$ cat config.mk
export PLATFORM = sky130hd
export DESIGN_NAME = seq_divider
export DESIGN_NICKNAME = d
export VERILOG_FILES = /design/src/rtl/seq_divider.sv
export SDC_FILE = /design/constraint.sdc
export NUM_CORES = 1
export LEC_CHECK = 0
export BUFFER_PORTS_ARGS = -buffer_cell sky130_fd_sc_hd__buf_2
export CAP_MARGIN = 10
export CELL_PAD_IN_SITES_DETAIL_PLACEMENT = 1
export CELL_PAD_IN_SITES_GLOBAL_PLACEMENT = 1
export CORE_MARGIN = 1.5
export CORE_UTILIZATION = 40
export DETAILED_ROUTE_END_ITERATION = 16
export PLACE_DENSITY = 0.81
export SYNTH_ARGS = -nofsm -noshare
export SYNTH_HDL_FRONTEND = slang
export SYNTH_SLANG_ARGS = --single-unit
$ cat constraint.sdc
create_clock -name CLK -period 2.3 [get_ports CLK]
set_clock_uncertainty 0.2 [all_clocks]
set_input_delay 0.23 -clock CLK [delete_from_list [all_inputs] [get_ports CLK]]
set_output_delay 0.23 -clock CLK [all_outputs]
set_load 0.01 [all_outputs]
$ cat src/rtl/seq_divider.sv
// Iterative restoring divider with built-in control: one quotient bit per cycle,
// unsigned or two's-complement operands, divide-by-zero flag and a one-cycle done pulse.
module seq_divider #(
    parameter int WIDTH = 8
) (
    input  logic             CLK,
    input  logic             RST,
    input  logic             start,
    input  logic             signed_op,
    input  logic [WIDTH-1:0] N,
    input  logic [WIDTH-1:0] D,
    output logic [WIDTH-1:0] Q,
    output logic [WIDTH-1:0] R,
    output logic             busy,
    output logic             done,
    output logic             div_by_zero
);
    localparam int CW = $clog2(WIDTH + 1);

    typedef enum logic [1:0] {IDLE, CALC, FIX, DONE} state_t;

    state_t           state;
    logic [CW-1:0]    cnt;
    logic [WIDTH-1:0] dvd;
    logic [WIDTH-1:0] dvs;
    logic [WIDTH-1:0] rem;
    logic             neg_n;
    logic             neg_d;

    logic             n_neg_in;
    logic             d_neg_in;
    logic [WIDTH:0]   rem_sh;
    logic             fits;
    logic [WIDTH-1:0] rem_nx;

    // Two's-complement negate when requested; the most negative value maps onto
    // itself, which read as unsigned is exactly its magnitude.
    function automatic logic [WIDTH-1:0] cond_neg(input logic [WIDTH-1:0] v,
                                                  input logic             neg);
        return neg ? WIDTH'(~v + 1'b1) : v;
    endfunction

    always_comb begin
        n_neg_in = signed_op & N[WIDTH-1];
        d_neg_in = signed_op & D[WIDTH-1];
        rem_sh   = {rem, dvd[WIDTH-1]};
        fits     = rem_sh >= {1'b0, dvs};
        rem_nx   = fits ? WIDTH'(rem_sh - {1'b0, dvs}) : rem_sh[WIDTH-1:0];
    end

    // The dividend register doubles as the quotient: each CALC cycle shifts one
    // dividend bit out of the top and one quotient bit into the bottom.
    always_ff @(posedge CLK or posedge RST) begin
        if (RST) begin
            state       <= IDLE;
            cnt         <= '0;
            dvd         <= '0;
            dvs         <= '0;
            rem         <= '0;
            neg_n       <= 1'b0;
            neg_d       <= 1'b0;
            Q           <= '0;
            R           <= '0;
            busy        <= 1'b0;
            done        <= 1'b0;
            div_by_zero <= 1'b0;
        end else begin
            done <= 1'b0;
            case (state)
                IDLE: begin
                    // The done cycle itself never accepts a new request.
                    if (start && !done) begin
                        neg_n <= n_neg_in;
                        neg_d <= d_neg_in;
                        dvd   <= cond_neg(N, n_neg_in);
                        dvs   <= cond_neg(D, d_neg_in);
                        rem   <= '0;
                        cnt   <= CW'(WIDTH);
                        busy  <= 1'b1;
                        if (D == '0) begin
                            state       <= DONE;
                            Q           <= '1;
                            R           <= N;
                            div_by_zero <= 1'b1;
                        end else begin
                            state       <= CALC;
                            div_by_zero <= 1'b0;
                        end
                    end
                end
                CALC: begin
                    rem <= rem_nx;
                    dvd <= {dvd[WIDTH-2:0], fits};
                    cnt <= cnt - 1'b1;
                    if (cnt == CW'(1)) state <= FIX;
                end
                FIX: begin
                    Q     <= cond_neg(dvd, neg_n ^ neg_d);
                    R     <= cond_neg(rem, neg_n);
                    state <= DONE;
                end
                DONE: begin
                    done  <= 1'b1;
                    busy  <= 1'b0;
                    state <= IDLE;
                end
                default: state <= IDLE;
            endcase
        end
    end
endmodule

# == Yosys cells after proc, flatten, opt, wreduce, memory -nomap -nowiden ==
# Cells that the tools add are included.
# classes
addsub,6
n_lt_le_gt_ge,1
n_eq_ne,7
n_mux,25
bitwise,7
n_reduce_logical,12
# op_table
op,n
two-way mux 8 bit,11
case mux 8 bit (2 select lines),4
adder 8 x 1 -> 8 bit (second input constant),4
inverter 8 bit,4
greater-or-equal comparator 9 x 8 -> 1 bit,1
logical NOT 8 bit,1
case mux 2 bit (4 select lines),1
case mux 4 bit (2 select lines),1
AND reduction 2 bit,4
subtractor 8 bit,1
two-way mux 2 bit,3
!= test 2 bit (second input constant),3
nonzero test 2 bit,3
== test 2 bit (second input constant),2
== test 4 x 1 -> 1 bit (second input constant),1
two-way mux 4 bit,1
subtractor 4 x 1 -> 4 bit (second input constant),1
two-way mux 1 bit,3
AND reduction 3 bit,1
AND 1 bit,2
== test 2 x 1 -> 1 bit (second input constant),1
logical NOT 2 bit,1
case mux 1 bit (2 select lines),1
logical AND 1 bit,1
2 further kinds,2
# word_totals
regBits,51
in_bits,20
output_inout_bits,19
elab_cells,70

# == Depth between registers and ports, before layout ==
# logic_depth
ltp_word,5
ltp_mapped,9
depth_no_buf,9

# == Worst setup path after synthesis ==
# OpenSTA, ideal clock, no wires.
# synth_timing
path_type,register -> register
startpoint,register rem[3]
endpoint,register rem[0]
setup_ps,121
arrival_time_ps,1895
required_time_ps,1979
slack_ps,84
stages_incl_launch_ff,9
path_buffers,2
synth_period_minus_slack_ps,2216
cell_sequence,dfrtp_1 ha_1 clkbuf_1 a21oi_1 o221ai_1 a21oi_1 buf_2 mux2i_1 a22o_1
# synth_via
elab_chain_cells,3
# synth_rtl
element,line_no,source
start: declaration,26,logic [WIDTH-1:0] rem;
start signal: assignment,92,rem <= rem_nx;
greater-or-equal comparator 9 x 8 -> 1 bit,47,"fits = rem_sh >= {1'b0, dvs};"
two-way mux 8 bit,48,"rem_nx = fits ? WIDTH'(rem_sh - {1'b0, dvs}) : rem_sh[WIDTH-1:0];"
case mux 8 bit (2 select lines),69,case (state)
# No other way between the ends.
# A chain may end at the register's enable or synchronous reset.

# == Final worst setup path ==
# layout_timing
startpoint,register dvd[7]
endpoint,register rem[6]
# layout_via
elab_chain_cells,3
word_cells_on_any_way,4
classes_between,1 x add/sub; 1 x order compare; 2 x mux
# layout_rtl
element,line_no,source
start: declaration,24,logic [WIDTH-1:0] dvd;
start signal: assignment,75,"dvd <= cond_neg(N, n_neg_in);"
start signal: assignment,93,"dvd <= {dvd[WIDTH-2:0], fits};"
subtractor 8 bit or greater-or-equal comparator 9 x 8 -> 1 bit (tied branches),"48, 47",
two-way mux 8 bit (*),48,
case mux 8 bit (2 select lines) (*),69,
# Every way passes the cells marked *; elsewhere a longest branch is shown, timed or not.

==> summary.md <==
| Metric | Value |
|---|---|
| Largest net degree at the start of global routing | `52` |
| Die Height | `93.4 µm` |
| Synth-to-layout area growth | `17.4%` |
| Worst-margin pin slew | `658 ps` |
| Core area | `7810 µm²` |
| Final global-route overflow total | `0` |
| Row Count | `32` |
| WL final | `8400 µm` |
| Post-synth design cell area | `3270 µm²` |
| Port Buffers | `38` |
| Fillers | `941` |
| Period Utilization, post-route | `101%` |
| Drc violations | `0` |
| Number of synthesized flops with an enable pin | `0` |
| Crit-path max FO | `3` |
| Most frequent cells in the layout | `dfrtp_1, nand2_1, buf_2` |
| Leak Pwr | `0.00175 µW` |
| Crit Path Category | `register to register` |
| Commonest non-fill, non-tap cell in the layout | `dfrtp_1` |
| Antenna cell count | `0` |
| Synth Warn # | `0` |
| Worst hold path class | `primary input to register` |
| Clock Tree Root | `clkbuf_8` |
| Via/cell ratio | `5.42` |
| Initial drt markers | `91` |
| Worst vdd ir | `510 µV` |
| Status | `finished with violations` |
| Power Dens Cells | `1510 nW/µm²` |
| PnR worst setup slack | `-14.8 ps` |
| Via Count | `2831` |
| CTS tree | `done` |
| Fin Hold WS | `6.52 ps` |
| Gr usage total | `20.6%` |
| Ratio of cells with drive above 1 in the final layout | `21.2%` |
| Top achievable clock speed | `0.432 GHz` |
| First-pass GRT wire length | `14000 µm` |
| Die width | `93.4 µm` |
| Maxcap violations | `0` |
| Post-route ant nets | `0` |
| Die area | `8720 µm²` |
| IO Pins | `39` |
| Library cells used by synthesis | `52` |
| Drt pass-1 iters | `4` |
| Hpwl dp | `6380 µm` |
| Flops & latches, synth | `51` |
| Final Hold Vio Count | `0` |
| Required time of the worst setup path | `2290 ps` |
| Unrepaired setup endpoints after global routing | `true` |
| Avg Inst Size Synth | `8.90 µm²` |
| RePlAce Congestion | `0.791` |
| CP Data Arrival Time | `2300 ps` |
| Worst Setup End Kind | `register` |
| Slew Limit Fails | `0` |
| Clock latency on the worst-skew pair | `310 ps` |
| Vias in the first global route | `2912` |
| Longest Clk Path Bufs | `2` |
| Clk sink count | `51` |
| Nets | `459` |
| Routed length per instance | `16.1 µm` |
| Initial antenna violation count | `0` |
| Number of CTS-inserted buffers | `5` |
| H-tree levels | `2` |
| Failing checks | `setup timing` |
| Synth Net Count | `407` |
| Startpoint types | `register` |
| Fin util | `49.1%` |
| Max_slew headroom | `56.2%` |
| Postcts setup bufs | `0` |
| Asr flop ratio synth | `100%` |
| Initial Util | `41.9%` |
| Post-synthesis instance total | `367` |
| Setup violations, final | `1` |
| Clock-pin slew on the worst setup and hold paths | `90 ps` |
| Min Tclk post-route | `2310 ps` |
| Top FF cell, synth | `dfrtp_1` |
| Seq/Total Area, Yosys | `39.1%` |
path summary, 6_finish.rpt:
| check | startpoint | to | cells after the start | slack (ps) |
|---|---|---|---|---|
| max | dvd[7]$_DFFE_PP0P_ | rem[6]$_DFFE_PP0P_ | 9 | -10 |
| min | D[7] | dvs[7]$_DFFE_PP0P_ | 3 | 7 |
| max reg2reg | dvd[7]$_DFFE_PP0P_ | rem[6]$_DFFE_PP0P_ | 9 | -10 |
| min reg2reg | dvs[7]$_DFFE_PP0P_ | dvs[7]$_DFFE_PP0P_ | 2 | 290 |
| max in group asynchronous | RST | rem[6]$_DFFE_PP0P_ | 4 | 1030 |
| min in group asynchronous | RST | cnt[1]$_DFFE_PP0P_ | 4 | 440 |
layer usage:
layer  GRT usage (%)  part of all wire, %
met5               0                    0
met3            2.60                  3.6
met2            35.7                   47
met1            26.6                   47
met4            5.93                  1.9
sequential cells by signal (all words and copies together), names as in the netlist:
| signal | cells |
|---|---|
| state | 2 |
| neg_n | 1 |
| dvd | 8 |
| Q | 8 |
| cnt | 4 |
| busy | 1 |
| rem | 8 |
| div_by_zero | 1 |
| R | 8 |
| dvs | 8 |
| done | 1 |
| neg_d | 1 |
critical path: stages (launching register included):
cell,delay [ps]
dfrtp_1,400
inv_1,100
ha_2,200
inv_1,60
fa_2,380
a211oi_4,230
o21bai_1,120
a21oi_1,200
xor2_1,200
o21ai_0,100
kinds of logic after synthesis:
family	Yosys count	share of synthesized area (%)
flip-flops	51	39.1
AND/OR/NAND/NOR	108	15.1
buffers and inverters	42	5.93
adder cells (fa/ha/maj)	20	7.89
AO/OA/AOI/OAI	105	20.4
XOR/XNOR	26	6.97
multiplexers	15	4.59
what timing repair did:
action,in CTS,in global routing
endpoints found under the setup margin,2,15
pin swaps,2,1
hold endpoints to repair,51,0
hold buffers,1,0
gates resized for setup,3,11
cloned,0,1
cell usage after synthesis, types with 4 or more instances:
cell,count,area [µm²]
nor3_1,6,30.0
nand2_1,44,165
ha_1,19,238
dfrtp_1,51,1280
a21oi_1,21,105
o21ai_0,34,170
nand3_1,4,20.0
clkbuf_1,9,33.8
a31oi_1,10,62.6
xnor2_1,20,175
nor2_1,31,116
xor2_1,6,52.6
o31ai_1,5,37.5
nor2b_1,5,31.3
o21ai_1,4,20.0
inv_1,26,97.6
mux2i_1,15,150
o41ai_1,4,35.0
power breakdown:
group	internal [µW]	switching [µW]
combinational	1570	2060
sequential	1280	311
clock	274	315
through the flow:
step	power [µW]	area [µm²]	setup TNS, ps	std cells	setup slack (ps)
finish	5810	3840	-14.8	522	-14.8
global route	6320	3840	-205	522	-118
CTS	5690	3780	0	521	17.6
detailed placement	5030	3660	-35.9	512	-35.9
global placement	4820	3660	0	512	60.6
floorplan	3960	3270	0	367	83.6
area by class of cell:
type | count | area [µm²] | share of cell area [%]
clock buffers | 7 | 96.3 | 2.51
clock inverters | 1 | 7.51 | 0.196
inverters | 26 | 97.6 | 2.54
multi-input cells | 274 | 1850 | 48.2
flip-flops and latches | 51 | 1280 | 33.3
well taps | 102 | 128 | 3.33
repair buffers | 61 | 382 | 9.95
Note: power is estimated with default switching activity, not from simulation.
